File: config.mk
export PLATFORM = sky130hd
export DESIGN_NAME = sa_ram_rd_streamer
export DESIGN_NICKNAME = d
export VERILOG_FILES = /design/src/rtl/sa_ram_rd_streamer.sv
export SDC_FILE = /design/constraint.sdc
export NUM_CORES = 1
export LEC_CHECK = 0
export BUFFER_PORTS_ARGS = -buffer_cell sky130_fd_sc_hd__buf_2
export CAP_MARGIN = 10
export CORE_AREA = 3 3 207 209
export CTS_BUF_LIST = sky130_fd_sc_hd__clkbuf_16
export DETAILED_ROUTE_END_ITERATION = 8
export DIE_AREA = 0 0 210 212
export GPL_TIMING_DRIVEN = 0
export PLACE_DENSITY_LB_ADDON = 0.25
export SYNTH_ARGS = -nofsm -noshare
export SYNTH_HDL_FRONTEND = slang
export SYNTH_SLANG_ARGS = --single-unit
File: constraint.sdc
create_clock -name clk -period 4.2 [get_ports clk]
set_input_delay 0.84 -clock clk [delete_from_list [all_inputs] [get_ports clk]]
set_output_delay 0.84 -clock clk [all_outputs]
set_load 0.01 [all_outputs]
File: src/rtl/sa_ram_rd_streamer.sv
// Burst read client for a 2-stage registered-output RAM: turns (addr, len) commands
// into RAM read-port strobes and a zero-bubble valid/ready data stream.
module sa_ram_rd_streamer #(
  parameter int AW = 5,
  parameter int DW = 256
) (
  input  logic          clk,
  input  logic          rst,
  input  logic          cmd_valid,
  output logic          cmd_ready,
  input  logic [AW-1:0] cmd_addr,
  input  logic [AW-1:0] cmd_len,
  output logic [AW-1:0] ram_ra,
  output logic          ram_re,
  output logic          ram_ore,
  input  logic [DW-1:0] ram_dout,
  output logic          out_valid,
  input  logic          out_ready,
  output logic [DW-1:0] out_data,
  output logic          out_last,
  output logic          done
);

  // Handshakes: a command transfers on a cycle with cmd_valid & cmd_ready, a beat on a
  // cycle with out_valid & out_ready; a held beat keeps data/last stable until taken.
  typedef enum logic [1:0] {
    ST_IDLE  = 2'd0,
    ST_ISSUE = 2'd1,
    ST_DRAIN = 2'd2
  } state_t;

  state_t        state_q, state_d;
  logic [AW-1:0] ra_q, ra_d;
  logic [AW-1:0] rem_q, rem_d;
  logic          v1_q, v1_d;
  logic          l1_q, l1_d;
  logic          v2_q, v2_d;
  logic          l2_q, l2_d;

  logic adv1;
  logic adv2;
  logic ore;
  logic re;
  logic accept;
  logic last_issue;
  logic pipe_empty;

  // Stage advance chain: the output register frees first, then the address stage.
  always_comb begin
    adv2       = !v2_q | out_ready;
    ore        = v1_q & adv2;
    adv1       = !v1_q | ore;
    re         = (state_q == ST_ISSUE) & adv1;
    accept     = (state_q == ST_IDLE) & cmd_valid;
    last_issue = (rem_q == '0);
    pipe_empty = !v1_q & !v2_q;
  end

  always_ff @(posedge clk or posedge rst) begin
    if (rst) begin
      state_q <= ST_IDLE;
      ra_q    <= '0;
      rem_q   <= '0;
      v1_q    <= 1'b0;
      l1_q    <= 1'b0;
      v2_q    <= 1'b0;
      l2_q    <= 1'b0;
    end else begin
      state_q <= state_d;
      ra_q    <= ra_d;
      rem_q   <= rem_d;
      v1_q    <= v1_d;
      l1_q    <= l1_d;
      v2_q    <= v2_d;
      l2_q    <= l2_d;
    end
  end

  always_comb begin
    state_d = state_q;
    unique case (state_q)
      ST_IDLE:  if (accept) state_d = ST_ISSUE;
      ST_ISSUE: if (re && last_issue) state_d = ST_DRAIN;
      ST_DRAIN: if (pipe_empty) state_d = ST_IDLE;
      default:  state_d = ST_IDLE;
    endcase
  end

  // Address counter wraps naturally at DEPTH; remaining counts down to zero.
  always_comb begin
    ra_d  = ra_q;
    rem_d = rem_q;
    v1_d  = v1_q;
    l1_d  = l1_q;
    v2_d  = v2_q;
    l2_d  = l2_q;
    if (accept) begin
      ra_d  = cmd_addr;
      rem_d = cmd_len;
    end else if (re) begin
      ra_d  = ra_q + AW'(1);
      rem_d = rem_q - AW'(1);
    end
    if (re) begin
      v1_d = 1'b1;
      l1_d = last_issue;
    end else if (ore) begin
      v1_d = 1'b0;
    end
    if (ore) begin
      v2_d = 1'b1;
      l2_d = l1_q;
    end else if (out_ready) begin
      v2_d = 1'b0;
    end
  end

  always_comb begin
    cmd_ready = (state_q == ST_IDLE);
    done      = (state_q == ST_DRAIN) & pipe_empty;
    ram_ra    = ra_q;
    ram_re    = re;
    ram_ore   = ore;
    out_valid = v2_q;
    out_last  = v2_q & l2_q;
    out_data  = ram_dout;
  end

endmodule
==> reports/summary.txt, run 1 <==
Maximum buffer depth of the clock tree - 2
Number of vias in the routed layout - 2997
Die extent in x - 210 um
Req. time, crit path - 3.36 ns
Starting Density - 6.778%
Number of top-level design ports - 537
Share of synthesized cell area in full adder, half adder and majority cells - 0.9001%
Vias per inst - 2.575
Grt ovf - 0
Synthesized Nets - 620
Worst Path Class, Setup - input pin to primary output
Final Setup Violations - 0
Count of yosys warnings during synthesis - 0
Worst-path clk slew - 0.05 ns
EDFF count, synth - 0
Simple-gate area share of the yosys netlist - 9.451%
Layout area overhead - 77.18%
Startpoint kind of the worst setup timing path - input pin
Arrival time of data at the critical path endpoint - 1.85 ns
Worst flop-to-flop path endpoint - rem_q[1]$_DFFE_PP0P_
Cell type with the highest aggregate area in the netlist - buf_4
Post-synth ARST share - 100.0%
Detailed-route DRC error count - 0
Hold Path Cell Cnt - 1
Number of levels in the clock H-tree - 1
Crit share post-route - 64.03%
Portion of netlist area occupied by mux cells - 0.4050%
Most frequent cells after synthesis - 256 x buf_4, 16 x dfrtp_1, 9 x nor2_1, 8 x nand2_1, 7 x nand3_1
Maximum capacitance violations - 0
Number of standard-cell rows in the floorplan - 74
Mean routed wirelength per cell - 11.72 um
Area of the multi-input gates - 424.2 sq um
Worst Reg-to-Reg Cells - 5
Antenna Cells - 0
Ratio of total power to cell area - 253.4 nW/um^2
Worst slew slack as a fraction of its limit - 50.75%
GPL Wtd Cong - 0.6970
Commonest register cell after synthesis - dfrtp_1
Final hold violation count - 0
Area enclosed by the die boundary - 44520 sq um
Hold Crit Class - flip-flop to flip-flop
# fillers - 4726
Post-detailed-route count of antenna-violating nets - 0
Dominant combinational cell family by area after synthesis - buffers and inverters
Post-synth top area share - 69.13%
Final Max Tran Viols - 0
Min cycle time layout - 2.689 ns
Via count of the first global-routing pass - 2819
Register cell area after layout - 400.4 sq um
Post-synth design cell area - 2780 sq um
Synth Area in Compound Gates - 4.500%
Setup Fix Bufs, Post-CTS - 0
Worst-path fanout max - 9
Synthesis-stage register bit count - 16
Worst Max-Slew Pin Slew - 0.7371 ns
Worst hold slack after final layout - 0.4928 ns
Static leakage power - 2.738 nW
Detailed Routing Iterations Pass 1 - 4
Cell count after synthesis - 348
Clock Skews - 0.002650 ns
Total clock sinks - 16
Total CTS buffers - 3
CTS root buffer - clkbuf_16
Layout cell share with drive strength beyond 1 - 85.92%
Seq/Total Area, Yosys - 14.40%
Synth area leaders - buf_4 69%, dfrtp_1 14%, nand3_1 1.3%
Global router's overall resource usage - 5.161%
Endpoint with the worst hold slack - l2_q$_DFFE_PP0P_
Parity-gate share of the synthesized area counting xor and xnor cells - 0%
Outcome - finished clean
Achievable Freq - 0.3718 GHz
Worst-case register-to-register setup slack - 2.38 ns
Initial antenna violation count - 5
Die boundary height - 212 um
Average cell area after synthesis - 7.989 sq um
Library cells used by synthesis - 30
Worst setup EP type - primary output
Latest clock arrival within the worst-skew pair - 0.25 ns
Worst IR Drop VDD - 133.8 uV
Sum of routed wire length over all layers - 13.65 mm
Layout Utilization - 12.01%
Pin count of the biggest net entering global routing - 17
Most used standard cell by instance count after synthesis - buf_4
RSZ-0062 raised after global routing - false
Count of routing violations after the opening detailed-route iteration - 74
Placeable core area - 41020 sq um
Worst hold path startpoint - l2_q$_DFFE_PP0P_
Clock tree from TritonCTS - yes
Final net count - 905
Port bufs - 280
Post-CTS sizing - 0
Hold-fix buffers, CTS - 0
Wire length of the first global-routing pass - 16.95 mm
Setup TNS - 0 ns
Source of the worst register-to-register timing path - out_valid$_DFFE_PP0P_
## through the flow
step	cell area, sq um	instances	worst slack (ns)	total power [mW]
after global routing	4926	1164	1.401	1.364
final	4926	1164	1.511	1.248
after CTS	4926	1164	1.497	1.275
after global placement	4847	1160	1.496	1.083
after detailed placement	4847	1160	1.505	1.082
after floorplan	2780	348	1.977	0.7768
## worst max-delay path by stage
stage / endpoint / from
global route: ram_re / state_q[1]$_DFFE_PP0P_
detailed placement: ram_re / out_ready
CTS: ram_re / out_ready
floorplan: ram_re / out_ready
global placement: ram_re / out_ready
finish: ram_re / out_ready
## layer usage
layer	part of all wire (%)	routed length, um	global-route usage [%]	up-vias
met2	57	7800	10.69	281
li1	-	-	-	1423
met4	0.59	80	0.4185	0
met5	0	0	0	-
met1	32	4399	5.117	1283
met3	10	1363	1.741	10
## logic make-up after synthesis
| kind of cell | count (synthesis) |
|---|---|
| buffers and inverters | 265 |
| muxes | 1 |
| AOI/OAI and AO/OA | 18 |
| adders and majority gates | 2 |
| and+or+nand+nor | 46 |
| DFF | 16 |
## power by group
part	internal, mW	switching (mW)
registers	0.226	0.0707
logic	0.390	0.374
clock network	0.126	0.0616
## worst max-delay path, cell delays in order
cell and delay [ns]:
buf_2 0.11, and3b_1 0.20, clkbuf_1 0.33, nor2_1 0.16
buf_2 0.21
## cell type report
cell class / count / area share, %
Clock inverter: 1 / 0.07620
Multi-Input combinational cell: 67 / 8.611
Clock buffer: 3 / 1.524
Timing Repair Buffer: 280 / 28.45
Inverter: 5 / 0.3810
Tap cell: 532 / 13.51
Sequential cell: 16 / 8.128
Buffer: 260 / 39.32
## sequential cells by signal, summed over array words and instances, names as in the netlist
name,count
ram_ra,5
rem_q,5
state_q,2
l1_q,1
l2_q,1
out_valid,1
v1_q,1
## layout by cell type, fill, tap and decap left out, types with 2 or more instances in the layout
cell type,netlist,layout
or3_1,2,2
o21ai_0,4,4
nor2_1,9,9
nand3_1,7,7
o31ai_1,2,2
and2_1,2,2
clkbuf_16,0,3
buf_2,0,280
a31oi_1,5,5
dfrtp_1,16,16
o311ai_0,4,4
clkbuf_1,4,4
inv_1,5,5
ha_1,2,2
buf_4,256,256
or4_1,4,4
nand2_1,8,8
nand2b_1,4,4
Note: power is estimated with default switching activity, not from simulation.
==> run 2: changes to the inputs <==
Settings changed: CORE_AREA 3 3 207 209 to 3 3 209 211, DIE_AREA 0 0 210 212 to 0 0 212 214.
Clock period 4.2 ns to 2.5 ns, I/O delays scaled along.
==> reports/summary.txt, run 2 (synthesized netlist as in run 1, its figures left out) <==
Achievable Freq - 0.4493 GHz
Arrival time of data at the critical path endpoint - 1.73 ns (was 1.85 ns)
Max stage delay cell, worst path - dfrtp_1 (was clkbuf_1)
Mean routed wirelength per cell - 11.49 um (was 11.72 um)
Number of levels in the clock H-tree - 1 (unchanged)
# fillers - 4841 (was 4726)
Worst hold slack after final layout - 0.3555 ns (was 0.4928 ns)
Setup TNS - 0 ns (unchanged)
Latest clock arrival within the worst-skew pair - 0.25 ns (about the same)
Clock Skews - 0.002404 ns (was 0.002650 ns)
Worst-case register-to-register setup slack - 0.59 ns (was 2.38 ns)
Worst setup EP type - primary output (unchanged)
Total CTS buffers - 3 (unchanged)
Number of buffer and inverter instances along the worst setup path - 2 (was 3)
Req. time, crit path - 2.00 ns (was 3.36 ns)
Starting Density - 6.628% (was 6.778%)
Sum of routed wire length over all layers - 13.49 mm (was 13.65 mm)
Crit share post-route - 89.02%
Port bufs - 280 (unchanged)
Vias per inst - 2.561 (was 2.575)
Count of routing violations after the opening detailed-route iteration - 60 (was 74)
Number of standard-cell rows in the floorplan - 75 (was 74)
Pin count of the biggest net entering global routing - 17 (unchanged)
Static leakage power - 2.739 nW (was 2.738 nW)
Total clock sinks - 16 (unchanged)
Kind of cell with the highest combined delay on the critical path - simple AND/OR/NAND/NOR gates (was buffers and inverters)
Worst-path fanout max - 10 (was 9)
Ratio of total power to cell area - 424.4 nW/um^2 (was 253.4 nW/um^2)
Worst path cell trace - or2b_1, clkbuf_1, nor2_1, buf_2 (was buf_2, and3b_1, clkbuf_1, nor2_1, buf_2)
Slowest Stage Delay on Critical Path - 0.45 ns (was 0.33 ns)
Number of vias in the routed layout - 3007 (was 2997)
Outcome - finished clean (unchanged)
Detailed Routing Iterations Pass 1 - 4 (unchanged)
Post-detailed-route count of antenna-violating nets - 0 (unchanged)
Worst Path Class, Setup - flip-flop to primary output (was input pin to primary output)
Worst IR Drop VDD - 160.9 uV (was 133.8 uV)
Commonest non-fill, non-tap cells in the layout - 280 x buf_2, 256 x buf_4, 16 x dfrtp_1 (unchanged)
Final Setup Violations - 0 (unchanged)
Setup Fix Bufs, Post-CTS - 0 (unchanged)
Placeable core area - 41950 sq um (was 41020 sq um)
Min cycle time layout - 2.225 ns
Maximum capacitance violations - 0 (unchanged)
Global router's overall resource usage - 5.102% (was 5.161%)
Source of the worst register-to-register timing path - out_valid$_DFFE_PP0P_ (unchanged)
Post-CTS sizing - 0 (unchanged)
Hold Crit Class - input pin to async pin (was flip-flop to flip-flop)
Layout area overhead - 77.77% (was 77.18%)
Area of the multi-input gates - 424.2 sq um (unchanged)
Final Max Tran Viols - 0 (unchanged)
RSZ-0062 raised after global routing - false (unchanged)
Register cell area after layout - 400.4 sq um (unchanged)
Worst slew slack as a fraction of its limit - 35.51% (was 50.75%)
Initial antenna violation count - 6 (was 5)
Layout cell share with drive strength beyond 1 - 85.92% (unchanged)
Most common library cell in the layout ignoring fill and taps - buf_2 (unchanged)
DP Wirelength - 12.45 mm
Startpoint kind of the worst setup timing path - flip-flop (was input pin)
Wire length of the first global-routing pass - 17.55 mm (was 16.95 mm)
Grt ovf - 0 (unchanged)
Via count of the first global-routing pass - 2987 (was 2819)
Final hold violation count - 0 (unchanged)
Final net count - 905 (unchanged)
CTS root buffer - clkbuf_16 (unchanged)
Hold-fix buffers, CTS - 0 (unchanged)
Detailed-route DRC error count - 0 (unchanged)
Number of top-level design ports - 537 (unchanged)
Die boundary height - 214 um (was 212 um)
Clock tree from TritonCTS - yes (unchanged)
GPL Wtd Cong - 0.7314 (was 0.6970)
Area enclosed by the die boundary - 45370 sq um (was 44520 sq um)
Worst-path clk slew - 0.05 ns (about the same)
Worst Reg-to-Reg Cells - 5 (unchanged)
Die extent in x - 212 um (was 210 um)
Worst flop-to-flop path endpoint - rem_q[1]$_DFFE_PP0P_ (unchanged)
Worst Max-Slew Pin Slew - 0.9652 ns (was 0.7371 ns)
Maximum buffer depth of the clock tree - 2 (unchanged)
## run 2: cell types whose count changed in the layout (fill, tap and decap cells not counted), sizes merged
| cell | before | now |
|---|---|---|
| diode | 0 | 3 |
## run 2: worst max path at each step
stage	from	endpoint	slack, ns	cells past startpoint
after global routing	state_q[0]$_DFFE_PP0P_	ram_re	0.13	4
after floorplan	out_ready	state_q[0]$_DFFE_PP0P_	0.88	4
after global placement	out_ready	rem_q[1]$_DFFE_PP0P_	0.39	6
after detailed placement	out_ready	rem_q[1]$_DFFE_PP0P_	0.40	6
after CTS	state_q[1]$_DFFE_PP0P_	ram_re	0.21	4
final	state_q[1]$_DFFE_PP0P_	ram_re	0.27	4
## run 2: layer usage
metal,vias to the layer above,wire length [um],track usage (%)
met1,1305,4284,4.800
met5,-,13,0
li1,1420,-,-
met3,14,1277,1.098
met4,2,331,1.630
met2,266,7585,10.61
## run 2: power breakdown
part           total, mW  switching (mW)  internal (mW)  leakage [nW]
logic               1.28           0.625          0.654          2.51
registers          0.498           0.117          0.380         0.189
clock network      0.321           0.108          0.213        0.0386
total               2.10           0.850           1.25          2.74
## run 2: stage by stage
step	worst slack (ns)	total power, mW	instances	cell area (sq um)	utilization, %
global placement	0.3882	1.825	1167	4856	11.58
CTS	0.2139	2.153	1171	4935	11.76
floorplan	0.8751	1.305	348	2780	-
detailed placement	0.3981	1.817	1167	4856	11.58
global route	0.1277	2.283	1174	4942	11.78
finish	0.2745	2.098	1174	4942	11.78
## run 2: cell type report
class / instances / share of cell area [%]
inverter: 5 / 0.3797
antenna: 3 / 0.1519
buffer: 260 / 39.19
multi-input combinational: 67 / 8.582
sequential: 16 / 8.101
clock buffer: 3 / 1.519
timing repair buffer: 280 / 28.35
tap: 539 / 13.65
clock inverter: 1 / 0.07595
==> run 3: changes to the inputs <==
Settings changed: CORE_AREA 3 3 209 211 to 2 2 208 210, DIE_AREA 0 0 212 214 to 0 0 210 212, GPL_TIMING_DRIVEN 0 to unset.
Clock period 2.5 ns to 2.4 ns, I/O delays scaled along.
==> reports/summary.txt, run 3 (synthesized netlist as in run 1, its figures left out) <==
Final Max Tran Viols - 0 (unchanged)
Arrival time of data at the critical path endpoint - 1.52 ns (was 1.73 ns)
Post-detailed-route count of antenna-violating nets - 0 (unchanged)
Worst setup EP type - primary output (unchanged)
Worst-case register-to-register setup slack - 0.71 ns (was 0.59 ns)
Clock Skews - 0.001049 ns (was 0.002404 ns)
Portion of total power attributed to sequential cells - 33.7% (was 23.7%)
Most common library cell in the layout ignoring fill and taps - buf_2 (unchanged)
Vias per inst - 1.839 (was 2.561)
CTS root buffer - clkbuf_16 (unchanged)
Min cycle time layout - 2.005 ns
Hold Crit Class - input pin to async pin (unchanged)
Startpoint kind of the worst setup timing path - flip-flop (unchanged)
Placed cell area - 1669 sq um (was 4856 sq um)
Final net count - 392 (was 905)
Cell count after placement - 661 (was 1167)
Area of the multi-input gates - 424.2 sq um (unchanged)
Layout cell share with drive strength beyond 1 - 28.57% (was 85.92%)
Antenna Cells - 0 (was 3)
GPL Wtd Cong - 0.5860 (was 0.7314)
Number of standard-cell rows in the floorplan - 76 (was 75)
Count of routing violations after the opening detailed-route iteration - 58 (was 60)
RSZ-0062 raised after global routing - false (unchanged)
Placeable core area - 42510 sq um (was 41950 sq um)
Maximum capacitance violations - 0 (unchanged)
Total CTS buffers - 3 (unchanged)
Final Setup Violations - 0 (unchanged)
Detailed Routing Iterations Pass 1 - 4 (unchanged)
Starting Density - 6.541% (was 6.628%)
Worst Setup Slack, final - 0.3952 ns (was 0.2745 ns)
Layout area overhead - -37.13% (was 77.77%)
DP Wirelength - 8.158 mm (was 12.45 mm)
Pin count of the biggest net entering global routing - 17 (unchanged)
Mean routed wirelength per cell - 14.73 um (was 11.49 um)
Maximum buffer depth of the clock tree - 2 (unchanged)
Number of levels in the clock H-tree - 1 (unchanged)
Worst setup slack after placement - 0.6020 ns (was 0.3981 ns)
Global router's overall resource usage - 4.089% (was 5.102%)
Slowest Stage Delay on Critical Path - 0.44 ns (was 0.45 ns)
Worst Path Class, Setup - flip-flop to primary output (unchanged)
Outcome - finished clean (unchanged)
Source of the worst register-to-register timing path - state_q[1]$_DFFE_PP0P_ (was out_valid$_DFFE_PP0P_)
Setup crit end - ram_re (unchanged)
Worst IR Drop VDD - 288.2 uV (was 160.9 uV)
Die extent in x - 210 um (was 212 um)
Max stage delay cell, worst path - dfrtp_1 (unchanged)
Worst Max-Slew Pin Slew - 0.7250 ns (was 0.9652 ns)
Worst Reg-to-Reg Cells - 3 (was 5)
Cell depth of the worst setup path - 3 (was 4)
Req. time, crit path - 1.92 ns (was 2.00 ns)
Grt ovf - 0 (unchanged)
Setup TNS - 0 ns (unchanged)
Filler-free cell count of the finished design - 665 (was 1174)
Total net switching power - 0.6242 mW (was 0.8504 mW)
Area enclosed by the die boundary - 44520 sq um (was 45370 sq um)
Port bufs - 24 (was 280)
Static leakage power - 0.5119 nW (was 2.739 nW)
Latest clock arrival within the worst-skew pair - 0.25 ns (about the same)
Worst path cell trace - or2b_1, nor2_1, buf_2 (was or2b_1, clkbuf_1, nor2_1, buf_2)
Worst slew slack as a fraction of its limit - 51.61% (was 35.51%)
Initial antenna violation count - 0 (was 6)
Register cell area after layout - 400.4 sq um (unchanged)
Worst flop-to-flop path endpoint - state_q[0]$_DFFE_PP0P_ (was rem_q[1]$_DFFE_PP0P_)
Number of buffer and inverter instances along the worst setup path - 1 (was 2)
Number of top-level design ports - 537 (unchanged)
Clock tree from TritonCTS - yes (unchanged)
Switching share of total power - 40.73% (was 40.54%)
Crit share post-route - 83.53%
Hold-fix buffers, CTS - 0 (unchanged)
Achievable Freq - 0.4988 GHz
Launching element of the worst setup path - state_q[1]$_DFFE_PP0P_ (unchanged)
Worst-path fanout max - 11 (was 10)
Wire length of the first global-routing pass - 11.82 mm (was 17.55 mm)
Clock group share of total power - 21.8% (was 15.3%)
Sum of routed wire length over all layers - 9.794 mm (was 13.49 mm)
Setup Fix Bufs, Post-CTS - 0 (unchanged)
Part of the power in combinational logic - 44.5% (was 61.0%)
Die boundary height - 212 um (was 214 um)
Via count of the first global-routing pass - 1276 (was 2987)
Final instance area - 1748 sq um (was 4942 sq um)
Cell Int Power - 0.9083 mW (was 1.247 mW)
Worst-path clk slew - 0.05 ns (about the same)
Post-CTS sizing - 0 (unchanged)
Commonest non-fill, non-tap cells in the layout - 24 x buf_2, 16 x dfrtp_1, 9 x nor2_1 (was 280 x buf_2, 256 x buf_4, 16 x dfrtp_1)
Final hold violation count - 0 (unchanged)
Ratio of total power to cell area - 876.7 nW/um^2 (was 424.4 nW/um^2)
Detailed-route DRC error count - 0 (unchanged)
Number of vias in the routed layout - 1223 (was 3007)
Total clock sinks - 16 (unchanged)
# fillers - 4979 (was 4841)
Kind of cell with the highest combined delay on the critical path - simple AND/OR/NAND/NOR gates (unchanged)
## run 3: how the worst min path moves through the flow
stage / from / end / depth (start not counted)
3_3_place_gp: l2_q$_DFFE_PP0P_ / l2_q$_DFFE_PP0P_ / 1
4_1_cts: rst / rem_q[4]$_DFFE_PP0P_ / 2
5_1_grt: rst / ram_ra[0]$_DFFE_PP0P_ / 2
3_5_place_dp: l2_q$_DFFE_PP0P_ / l2_q$_DFFE_PP0P_ / 1
6_report: rst / ram_ra[1]$_DFFE_PP0P_ / 2
2_1_floorplan: rst / l1_q$_DFFE_PP0P_ / 1
## run 3: layer usage
metal  vias up  wire (um)  global-route usage (%)
li1        389          -                       -
met1       466       2012                   2.361
met2       246       4118                   5.625
met3       122       2253                   4.298
met4         0       1409                   6.065
met5         -          0                       0
## run 3: cell type report
class	instances	share of cell area [%]
inverter	5	1.074
clock inverter	1	0.2147
clock buffer	3	4.295
sequential	16	22.91
multi-input combinational	67	24.27
timing repair buffer	27	8.160
tap	546	39.08
## run 3: worst reg2reg max path, stage by stage, from the launching register on
cell and delay [ns]:
dfrtp_1 0.44, or3b_4 0.44, or4_4 0.52, a21o_1 0.19
## run 3: per-stage QoR
step	power, mW	util [%]	hold slack, ns
after CTS	1.587	4.112	0.3913
after detailed placement	1.238	3.927	0.4923
after global placement	1.248	3.927	0.4940
final	1.532	4.112	0.3469
after global routing	1.688	4.112	0.4220
after floorplan	1.359	-	0.3937
## run 3: power by group through the flow
stage | logic, mW | registers [mW] | clock network [mW]
floorplan | 0.851 | 0.508 | 0
global placement | 0.721 | 0.527 | 0
detailed placement | 0.719 | 0.520 | 0
CTS | 0.720 | 0.518 | 0.349
global route | 0.786 | 0.539 | 0.363
finish | 0.682 | 0.516 | 0.335
